==> src/rtl/hcsr04_emulador.sv <==
// HC-SR04 ultrasonic sensor emulator: validates the trigger width, waits the burst delay,
// then drives echo high for a width proportional to the programmed distance.
module hcsr04_emulador #(
  parameter int unsigned TRIGGER_MIN     = 500,
  parameter int unsigned ATRASO_ECHO     = 10000,
  parameter int unsigned CICLOS_POR_CM   = 2941,
  parameter int unsigned DIST_MAX        = 400,
  parameter int unsigned CICLOS_TIMEOUT  = 1900000,
  parameter int unsigned CICLOS_DESCANSO = 3000000
) (
  input  logic       clock,
  input  logic       reset,
  input  logic       trigger,
  input  logic [8:0] distancia,
  output logic       echo,
  output logic       ocupado,
  output logic       erro_trigger,
  output logic [3:0] db_estado
);

  localparam logic [31:0] T_MIN   = 32'(TRIGGER_MIN);
  localparam logic [31:0] ATRASO_C = 32'(ATRASO_ECHO);
  localparam logic [31:0] CPC     = 32'(CICLOS_POR_CM);
  localparam logic [31:0] D_MAX   = 32'(DIST_MAX);
  localparam logic [31:0] T_OUT   = 32'(CICLOS_TIMEOUT);
  localparam logic [31:0] DESC    = 32'(CICLOS_DESCANSO);

  typedef enum logic [3:0] {
    OCIOSO       = 4'd0,
    MEDE_TRIGGER = 4'd1,
    ATRASO       = 4'd2,
    ECHO_ALTO    = 4'd3,
    DESCANSO     = 4'd4
  } estado_t;

  estado_t     estado, estado_prox;
  logic [31:0] conta, conta_prox, conta_inc;
  logic [31:0] n_ciclos, n_calc;
  logic        trigger_ant, borda;
  logic        echo_prox, erro_prox, latch;

  assign borda     = trigger & ~trigger_ant;
  assign conta_inc = (conta == '1) ? conta : conta + 32'd1;

  // Echo width is fixed at latch time; zero or out-of-range distances report a timeout.
  always_comb begin
    if (distancia == 9'd0 || 32'(distancia) > D_MAX) n_calc = T_OUT;
    else                                              n_calc = 32'(distancia) * CPC;
  end

  always_comb begin
    estado_prox = estado;
    echo_prox   = 1'b0;
    erro_prox   = 1'b0;
    latch       = 1'b0;
    case (estado)
      OCIOSO: begin
        if (borda) estado_prox = MEDE_TRIGGER;
      end
      MEDE_TRIGGER: begin
        if (!trigger) begin
          if (conta >= T_MIN) begin
            estado_prox = ATRASO;
            latch       = 1'b1;
          end else begin
            estado_prox = OCIOSO;
            erro_prox   = 1'b1;
          end
        end
      end
      ATRASO: begin
        if (conta >= ATRASO_C) begin
          estado_prox = ECHO_ALTO;
          echo_prox   = 1'b1;
        end
      end
      ECHO_ALTO: begin
        // conta is 0 on the cycle echo rises, so the last high cycle sees n_ciclos-1.
        if (conta >= n_ciclos - 32'd1) estado_prox = DESCANSO;
        else                           echo_prox   = 1'b1;
      end
      DESCANSO: begin
        if (conta >= DESC - 32'd1) estado_prox = OCIOSO;
      end
      default: estado_prox = OCIOSO;
    endcase

    // The entry edge into MEDE_TRIGGER already saw trigger high, hence the count starts at 1.
    if (estado_prox != estado) conta_prox = (estado_prox == MEDE_TRIGGER) ? 32'd1 : 32'd0;
    else if (estado == OCIOSO) conta_prox = conta;
    else                       conta_prox = conta_inc;
  end

  always_comb begin
    db_estado = 4'hF;
    case (estado)
      OCIOSO, MEDE_TRIGGER, ATRASO, ECHO_ALTO, DESCANSO: db_estado = estado;
      default: db_estado = 4'hF;
    endcase
  end

  always_ff @(posedge clock or negedge reset) begin
    if (!reset) begin
      estado       <= OCIOSO;
      conta        <= 32'd0;
      trigger_ant  <= 1'b0;
      n_ciclos     <= 32'd0;
      echo         <= 1'b0;
      erro_trigger <= 1'b0;
      ocupado      <= 1'b0;
    end else begin
      estado       <= estado_prox;
      conta        <= conta_prox;
      trigger_ant  <= trigger;
      echo         <= echo_prox;
      erro_trigger <= erro_prox;
      ocupado      <= (estado_prox != OCIOSO);
      if (latch) n_ciclos <= n_calc;
    end
  end

endmodule

==> config.mk <==
export PLATFORM = sky130hd
export DESIGN_NAME = hcsr04_emulador
export DESIGN_NICKNAME = d
export VERILOG_FILES = /design/src/rtl/hcsr04_emulador.sv
export SDC_FILE = /design/constraint.sdc
export NUM_CORES = 1
export LEC_CHECK = 0
export CAP_MARGIN = 30
export CORE_AREA = 4 4 154 156
export DETAILED_ROUTE_END_ITERATION = 12
export DIE_AREA = 0 0 158 160
export PLACE_DENSITY_LB_ADDON = 0.1
export SLEW_MARGIN = 20
export SYNTH_ARGS = -nofsm -noshare
export SYNTH_HDL_FRONTEND = slang
export SYNTH_SLANG_ARGS = --single-unit
export TNS_END_PERCENT = 1
==> constraint.sdc <==
create_clock -name clock -period 4 [get_ports clock]
set_input_delay 0.8 -clock clock [delete_from_list [all_inputs] [get_ports clock]]
set_output_delay 0.8 -clock clock [all_outputs]
set_load 0.01 [all_outputs]
==> results.yml <==
power:
  p_seq_frac: 0.168
  power_leakage_nw: 3.84
  pwr-share-clk: 0.189
  peakVddDrop_uv: 253
  power_switching_mw: 1.43
  p_total_mw: 3.83
  p_per_area_nw_per_um2: 492
  swShare: 0.373
  p_int_mw: 2.40
  combPwrFrac: 0.643
logic_synthesis:
  synthSimpleGateAreaFrac: 0.206
  synth_edf_count: 0
  synth.mux.area_fraction: 0.00163
  synth_top_family_by_area: "adder cells"
  synth_cells: 664
  yosysWarnings: 0
  ys_types: 59
  yosysSeqAreaShare: 0.249
  ys_ff_latch: 61
  yosysTopAreaCellShare: 0.249
  synth_fa_ha_area_frac: 0.302
  synth_area_leader_cell: "dfrtp_1"
  synthFlopType: "dfrtp_1"
  syn_nets: 800
  synthXorXnorAreaFrac: 0.0885
  synth.cell_area_um2: 6140
  synth_area_per_cell_um2: 9.24
  synthArstFlopShare: 1.00
  synth_compound_area_frac: 0.102
  synth_top_cells_by_area: "dfrtp_1, ha_1, fa_1"
sta:
  finClkSkew_ps: 6.04
  fmax_mhz: 231
  holdWs_ps: 342
  slew_viol_final: 0
  setup_viol: 8
  rsz0062_at_grt: "yes"
  setup_ws_ps: -330
  hold_viol: 0
  relSlewSlack: 0.520
  tightest_slew_ps: 714
  finalCritPeriodShare: 1.08
  min_period_ps: 4330
cts:
  cts_buffers: 9
  cts_max_path_buffers: 2
  h-tree-depth: 3
  clock-sinks: 61
  clk_pin_slew_ps: 50
  root_buffer: "clkbuf_16"
  clk_latency_ps: 330
  tritoncts: "done"
  cts_hold_buf: 0
floorplanning:
  fp.dieW_um: 158
  floorplan.rows: 55
  io_pins: 19
  start_util: 0.274
  die_height_um: 160
  die_area_um2: 25300
  design.core.area_um2: 22400
setup_path:
  critical_path_class: "primary input to flop"
  start_kind: "primary input"
  end_kind: "flop"
  cp.required_ps: 4220
  crit_fanout: 4
  arrival_ps: 4550
grt:
  antenna_found_initial: 0
  grt_max_degree: 41
  grt_usage: 0.129
  grt_pass1_vias: 5360
  grt_pass1_wl_um: 26800
  grt_overflow: 0
placement:
  place_ws_ps: -1260
  hpwl_um: 12600
  gp_congestion: 0.817
  portBuffers: 18
run_status:
  status: "finished, violations left"
  violations: "negative setup slack"
cells_and_area:
  final_common_cell: "buf_4"
  areaGrowthSynthToFinish_pct: 27.0
  drive_above_1_share: 0.204
  finalNetCount: 899
  most-common-layout-cells: "buf_4, ha_1, inv_1"
  diodes: 0
route:
  drc: 0
  drt_first_iter_violations: 155
  wirelength_um: 15500
  top_layer: "met4"
  viasPerCell: 4.67
  routedWlPerCell_um: 14.7
  wl_met2_um: 7900
  postRouteAntennaNets: 0
  wl_met1_um: 7070
  first_pass_iters: 4
  dr_total_vias: 4913
  routed-wl-met3_um: 202
job:
  drv_cap: 0
min_path:
  hp-class: "primary input to asynchronous set/reset pin"
==> flip-flops by register name (all words and copies together), names as in the netlist <==
name          count
conta            32
estado            4
ocupado           1
n_ciclos         21
echo              1
trigger_ant       1
erro_trigger      1
==> synthesized netlist by cell type (6+ instances only) <==
master,number
nor3_1,19
nand2_1,50
o31ai_1,7
nor4_1,14
clkbuf_1,7
nand3_1,25
nor2_1,59
nor2b_1,9
a21oi_1,25
xnor2_1,34
nand4_1,15
xor2_1,28
ha_1,84
and3_1,6
a211oi_1,6
a21o_1,7
fa_1,40
inv_1,64
nand2b_1,16
dfrtp_1,61
o21ai_0,19
==> stage by stage <==
stage,utilization,cells,area [um^2],TNS (ps)
after floorplan,-,664,6180,-2750
after global placement,0.322,1025,7190,-12450
after detailed placement,0.322,1025,7190,-13120
after CTS,0.341,1048,7630,-2940
after global routing,0.348,1053,7790,-4140
final,0.348,1053,7790,-2170
==> power by group through the flow <==
| stage | logic (mW) | clock network (mW) | registers, mW |
|---|---|---|---|
| after floorplan | 1.30 | 0 | 0.649 |
| after global placement | 1.99 | 0 | 0.653 |
| final | 2.46 | 0.724 | 0.643 |
| after CTS | 2.29 | 0.749 | 0.643 |
| after detailed placement | 1.99 | 0 | 0.654 |
| after global routing | 2.74 | 0.772 | 0.645 |
==> cell type report <==
| class | count | area [um^2] |
|---|---|---|
| Sequential cell | 61 | 1530 |
| Clock inverter | 4 | 22.5 |
| Timing Repair Buffer | 102 | 843 |
| Tap cell | 285 | 357 |
| Clock buffer | 12 | 256 |
| Inverter | 64 | 240 |
| Multi-Input combinational cell | 525 | 4550 |
| Fill cell | 2309 | 14600 |
==> worst max-delay path, cell delays in order <==
cell,delay (ps)
buf_12,110
fa_2,570
inv_1,50
fa_1,470
inv_1,40
ha_1,270
inv_1,80
fa_2,440
buf_4,150
fa_2,410
nor2b_4,160
o31ai_4,80
a211oi_2,210
a211oi_2,70
a21oi_2,160
a31oi_1,100
xnor2_1,130
o31a_1,230
==> per-layer routing <==
metal / track usage / vias up
met3: 0.0108 / 16
met1: 0.166 / 2364
met2: 0.228 / 38
met5: 0 / -
met4: 0.0407 / 0
li1: - / 2495
==> final timing paths <==
check	from	to	slack, ps	cells after the start
hold / removal	reset	conta[2]	340	1
hold reg to reg	n_ciclos[9]	n_ciclos[9]	530	2
setup reg to reg	n_ciclos[6]	conta[0]	250	14
min in group clock	n_ciclos[9]	n_ciclos[9]	530	2
max in group asynchronous	reset	estado[2]	3070	2
setup / recovery	distancia[2]	n_ciclos[19]	-330	18
==> timing repair <==
item	in CTS	in global routing
buffers inserted	7	4
pin swaps	37	32
gates resized for setup	54	35
endpoints found under the setup margin	16	45
==> cell families (layout without fill, tap and decap cells) <==
kind of cell             count (synthesis)  count (layout)
AO/OA/AOI/OAI                           96              96
AND/OR/NAND/NOR                        241             241
flip-flops                              61              61
other                                    1               1
adder cells (fa/ha/maj)                124             124
XOR/XNOR                                62              62
multiplexers                             1               1
buffers and inverters                   78             182
No activity file was read; power rests on OpenSTA's default activity.
